`config.mk`:
```
export PLATFORM = sky130hd
export DESIGN_NAME = seg_scan_ctrl
export DESIGN_NICKNAME = d
export VERILOG_FILES = /design/src/rtl/seg_scan_ctrl.sv
export SDC_FILE = /design/constraint.sdc
export NUM_CORES = 1
export LEC_CHECK = 0
export ABC_AREA = 1
export BUFFER_PORTS_ARGS = -buffer_cell sky130_fd_sc_hd__buf_2
export CELL_PAD_IN_SITES_DETAIL_PLACEMENT = 0
export CELL_PAD_IN_SITES_GLOBAL_PLACEMENT = 1
export CORE_ASPECT_RATIO = 0.7
export CORE_UTILIZATION = 38
export CTS_CLUSTER_DIAMETER = 30
export DETAILED_ROUTE_END_ITERATION = 8
export PLACE_DENSITY = 0.88
export SLEW_MARGIN = 0
export SYNTH_ARGS = -nofsm -noshare
export SYNTH_HDL_FRONTEND = slang
export SYNTH_SLANG_ARGS = --single-unit
```
`constraint.sdc`:
```
create_clock -name clk -period 2.8 [get_ports clk]
set_clock_uncertainty 0.2 [all_clocks]
set_input_delay 0.7 -clock clk [delete_from_list [all_inputs] [get_ports clk]]
set_output_delay 0.7 -clock clk [all_outputs]
set_load 0.05 [all_outputs]
```
`src/rtl/seg_scan_ctrl.sv`:
```
// Time-multiplexed scan controller for a common-anode 7-segment display.
// Snapshots digit data once per frame, then lights one digit at a time with an optional blank gap.
module seg_scan_ctrl #(
    parameter int unsigned NUM_DIG   = 8,
    parameter int unsigned SHOW_CYC  = 50000,
    parameter int unsigned BLANK_CYC = 500
) (
    input  logic                   clk,
    input  logic                   rst,
    input  logic                   en,
    input  logic [4*NUM_DIG-1:0]   din,
    input  logic [NUM_DIG-1:0]     dp_in,
    input  logic [NUM_DIG-1:0]     blank_in,
    output logic [3:0]             code,
    output logic [NUM_DIG-1:0]     sel_n,
    output logic                   dp_n,
    output logic                   frame_start
);
    localparam int unsigned MAX_CYC  = (SHOW_CYC > BLANK_CYC) ? SHOW_CYC : BLANK_CYC;
    localparam int unsigned CW       = $clog2(MAX_CYC + 1);
    localparam int unsigned IW       = $clog2(NUM_DIG);
    localparam logic [CW-1:0] SHOW_LD  = CW'(SHOW_CYC - 1);
    localparam logic [CW-1:0] BLANK_LD = CW'(BLANK_CYC - 1);
    localparam logic [IW-1:0] LAST_IDX = IW'(NUM_DIG - 1);
    localparam logic [3:0]    CODE_OFF = 4'hB;

    typedef enum logic [1:0] {IDLE, LOAD, SHOW, BLANK} state_t;

    state_t               state, state_nx;
    logic [IW-1:0]        idx, idx_nx;
    logic [CW-1:0]        cnt, cnt_nx;
    logic [4*NUM_DIG-1:0] snap_din, snap_din_nx;
    logic [NUM_DIG-1:0]   snap_dp, snap_dp_nx;
    logic [NUM_DIG-1:0]   snap_blank, snap_blank_nx;
    logic [3:0]           code_nx;
    logic [NUM_DIG-1:0]   sel_n_nx;
    logic                 dp_n_nx;

    always_comb begin
        state_nx      = state;
        idx_nx        = idx;
        cnt_nx        = cnt;
        snap_din_nx   = snap_din;
        snap_dp_nx    = snap_dp;
        snap_blank_nx = snap_blank;

        if (state == LOAD) begin
            snap_din_nx   = din;
            snap_dp_nx    = dp_in;
            snap_blank_nx = blank_in;
        end

        case (state)
            IDLE: begin
                if (en) state_nx = LOAD;
            end
            LOAD: begin
                idx_nx = '0;
                if (!en) begin
                    state_nx = IDLE;
                end else begin
                    state_nx = SHOW;
                    cnt_nx   = SHOW_LD;
                end
            end
            SHOW, BLANK: begin
                if (!en) begin
                    state_nx = IDLE;
                end else if (cnt != '0) begin
                    cnt_nx = cnt - CW'(1);
                end else if (state == SHOW && BLANK_CYC > 0) begin
                    state_nx = BLANK;
                    cnt_nx   = BLANK_LD;
                end else if (idx != LAST_IDX) begin
                    idx_nx   = idx + IW'(1);
                    state_nx = SHOW;
                    cnt_nx   = SHOW_LD;
                end else begin
                    state_nx = LOAD;
                end
            end
            default: state_nx = IDLE;
        endcase

        // Outputs come from the next-state view so the registered pins line up with the state.
        sel_n_nx = '1;
        code_nx  = CODE_OFF;
        dp_n_nx  = 1'b1;
        if (state_nx == SHOW && !snap_blank_nx[idx_nx]) begin
            for (int unsigned i = 0; i < NUM_DIG; i++) begin
                if (IW'(i) == idx_nx) begin
                    sel_n_nx[i] = 1'b0;
                    code_nx     = snap_din_nx[4*i +: 4];
                    dp_n_nx     = ~snap_dp_nx[i];
                end
            end
        end
    end

    always_ff @(posedge clk or posedge rst) begin
        if (rst) begin
            state       <= IDLE;
            idx         <= '0;
            cnt         <= '0;
            snap_din    <= '0;
            snap_dp     <= '0;
            snap_blank  <= '0;
            sel_n       <= '1;
            code        <= CODE_OFF;
            dp_n        <= 1'b1;
            frame_start <= 1'b0;
        end else begin
            state       <= state_nx;
            idx         <= idx_nx;
            cnt         <= cnt_nx;
            snap_din    <= snap_din_nx;
            snap_dp     <= snap_dp_nx;
            snap_blank  <= snap_blank_nx;
            sel_n       <= sel_n_nx;
            code        <= code_nx;
            dp_n        <= dp_n_nx;
            frame_start <= (state_nx == LOAD);
        end
    end
endmodule

```
==> flow_summary.ini <==
[sta]
layout_setup_ws_ns = 0.1459
setup_viol = 0
slew_violations = 0
worstMarginPinSlew_ns = 0.5280
hold_viol = 0
finalCritPeriodShare_pct = 94.79
slew_headroom_pct = 64.80
period_minus_slack_ns = 2.654
fmax_mhz = 376.8

[global_route]
gr-total-overflow = 0
grt_antenna_before_repair = 0
track_usage_pct = 19.63
grt_max_degree = 52
first_global_vias = 3423
grt_pass1_wl_mm = 17.43

[setup_path]
required_ns = 2.86
worstRegToRegCells = 15
crit_path_cell_trace = inv_1 -> ha_2 -> nand2_2 -> nor2_2 -> nand2_4 -> nor2_8 -> nand4_4 -> nand2_1 -> nand2_2 -> nand2_1 -> nand2_1 -> nand2_2 -> nand3_4 -> nor3_1 -> a21oi_2
rr_startpoint = cnt[0]
criticalPathCategory = reg2reg
crit_path_end_kind = flip-flop
path_buf_inv = 1
critPathMaxStageDelay_ns = 0.36
ff2ff_setup_slack_ns = 0.15
crit_slowest_cell = dfrtp_1
worstReg2RegEnd = dp_n
crit_family = simple AND/OR/NAND/NOR gates
startpoint_type = flip-flop
arrival_ns = 2.71
cp.depth = 15
path_max_fanout = 14

[clock_tree]
clkTransAtPathRegs_ns = 0.06
cts-htree-levels = 3
numCtsBuffers = 9
clockBufferDepth = 2
cts.sinks = 83
root_buffer = clkbuf_16
cts_tree = done
clk_latency_ns = 0.33
cts.hold.buffers_added = 0

[power_and_ir_drop]
clockPowerShare_pct = 37.7
leakage_uw = 0.002541
powerDensity_nw_per_um2 = 689.6
comb_power_share_pct = 20.5
irDropWorstVdd_uv = 370.4
power_frac_seq_pct = 41.7
total_power_uw = 3555
switching_power_uw = 1014
swShare_pct = 28.53
internal_power_uw = 2540

[drt]
via_count = 3545
drc_errors = 0
final_antenna_net_count = 0
drt-initial-drc-count = 219
dr.pass1.iters = 5
routed_wl_mm = 10.49
viasPerCell = 4.771
avgRoutedWirePerCell_um = 14.12

[synth]
yosysSeqAreaShare_pct = 49.22
synth_area_per_cell_um2 = 8.205
ys_seq_elements = 83
synthDominantCellAreaShare_pct = 41.80
ys.flop_type = dfrtp_1
yosys_warnings = 0
synth-edff-count = 0
ys_top_cells_by_area = dfrtp_1 (42%), nand2_1 (15%), dfstp_2 (7.4%), inv_1 (4.7%), nor2_1 (3.4%)
syn-instance-count = 518
ys_types = 48
synth_largest_area_cell = dfrtp_1
syn_nets = 571
synth_area_um2 = 4250
synthArstFlopShare_pct = 100.0

[layout]
fillerInstances = 1020
diodes = 0
area_growth_pct = 21.28
fin_util_pct = 48.68
drive_above_1_share_pct = 27.39
layout.nets = 643

[placement]
gp_congestion = 0.8601
place_ws_ns = 0.1183
portBuffers = 64
dp_hpwl_mm = 7.862

[floorplanning]
die_area_um2 = 11620
core_um2 = 10590
die_x_um = 128.4
start_util_pct = 40.14
chipHeight_um = 90.49
io_pins = 65
rows = 31

[worst_hold_path]
hold_class = in2async

[flow_run]
drv_cap = 0

[status]
status = completed
[Yosys cell counts, types with 2 or more instances]
library cell  count
a21oi_1          19
a21oi_2           4
and2_1            9
buf_2             7
buf_4             4
clkbuf_1          2
dfrtp_1          71
dfstp_2          12
ha_1              2
inv_1            53
inv_2             6
nand2_1         171
nand2_2           8
nand2_4           3
nand3_1          13
nand3_2           2
nand3_4           2
nand4_1          10
nor2_1           38
nor2_2            3
nor2_4            3
nor3_1           10
o211ai_1          2
o21ai_0          24
o21ai_2           2
o22ai_1           2
o31ai_1           2
or2_0             2
or2_2            11
xor2_1            3
[kinds of logic (layout without fill, tap and decap cells)]
| family | after synthesis | after routing | share of synthesized area, % |
|---|---|---|---|
| simple gates | 290 | 290 | 32.18 |
| flops | 83 | 83 | 49.22 |
| buf+inv | 76 | 153 | 7.654 |
| compound gates | 62 | 62 | 9.302 |
| xor+xnor | 4 | 4 | 0.8244 |
| fa+ha+maj | 2 | 2 | 0.5887 |
| mux | 1 | 1 | 0.2355 |
[power groups by stage]
stage	sequential, µW	clock [µW]	combinational, µW
3_5_place_dp	1500	0	720
4_1_cts	1480	1370	727
6_report	1480	1340	730
3_3_place_gp	1500	0	701
2_1_floorplan	1520	0	487
5_1_grt	1500	1420	830
[worst max-delay path by stage]
| stage | from | end |
|---|---|---|
| 2_1_floorplan | cnt[0] | code[2] |
| 3_3_place_gp | cnt[0] | code[2] |
| 3_5_place_dp | cnt[0] | code[2] |
| 4_1_cts | cnt[0] | code[2] |
| 5_1_grt | cnt[0] | dp_n |
| 6_report | cnt[0] | dp_n |
[layout make-up]
| class | instances | area (µm²) | share of cell area, % |
|---|---|---|---|
| Sequential cell | 83 | 2092 | 40.58 |
| Multi-Input combinational cell | 359 | 1876 | 36.38 |
| Timing Repair Buffer | 76 | 422.9 | 8.204 |
| Inverter | 61 | 237.7 | 4.612 |
| Clock buffer | 9 | 225.2 | 4.369 |
| Tap cell | 148 | 185.2 | 3.592 |
| Clock inverter | 7 | 116.4 | 2.257 |
[sequential cells by signal (all words and copies together), names as in the netlist]
signal and cells:
snap_din 32, cnt 16, state 2, idx 3
frame_start 1, sel_n 8, snap_blank 8, dp_n 1
snap_dp 8, code 4
[cells in the final DEF, fill, tap and decap left out, types with 4 or more instances in the layout]
cell type	instances
nand2_1	170
dfrtp_1	71
buf_2	64
inv_1	52
nor2_1	38
o21ai_0	24
a21oi_1	19
nand3_1	13
dfstp_2	12
or2_2	11
buf_4	11
nand4_1	10
and2_1	9
clkbuf_16	9
nand2_2	8
nor3_1	7
inv_2	6
a21oi_2	4
[layer usage]
layer | vias to the layer above | part of all wire, % | global-route usage, %
met2 | 118 | 40 | 25.77
met5 | - | 0 | 0
met3 | 8 | 5.7 | 4.265
li1 | 1774 | - | -
met4 | 0 | 1.1 | 6.078
met1 | 1645 | 54 | 31.31
[timing repair]
item / in CTS / in global routing
gates resized for setup: 0 / 8
endpoints found under the setup margin: 0 / 9
setup buffers: 0 / 3
[through the flow]
| stage | TNS (ns) | std cells | instance area [µm²] | hold WS (ns) |
|---|---|---|---|---|
| after floorplan | 0 | 518 | 4254 | 0.2448 |
| after global placement | 0 | 724 | 4748 | 0.2617 |
| after detailed placement | 0 | 724 | 4748 | 0.2621 |
| after CTS | 0 | 740 | 5090 | 0.1022 |
| after global routing | -0.002283 | 743 | 5155 | 0.1110 |
| final | 0 | 743 | 5155 | 0.1063 |
Power figures use the tool's default switching activity.
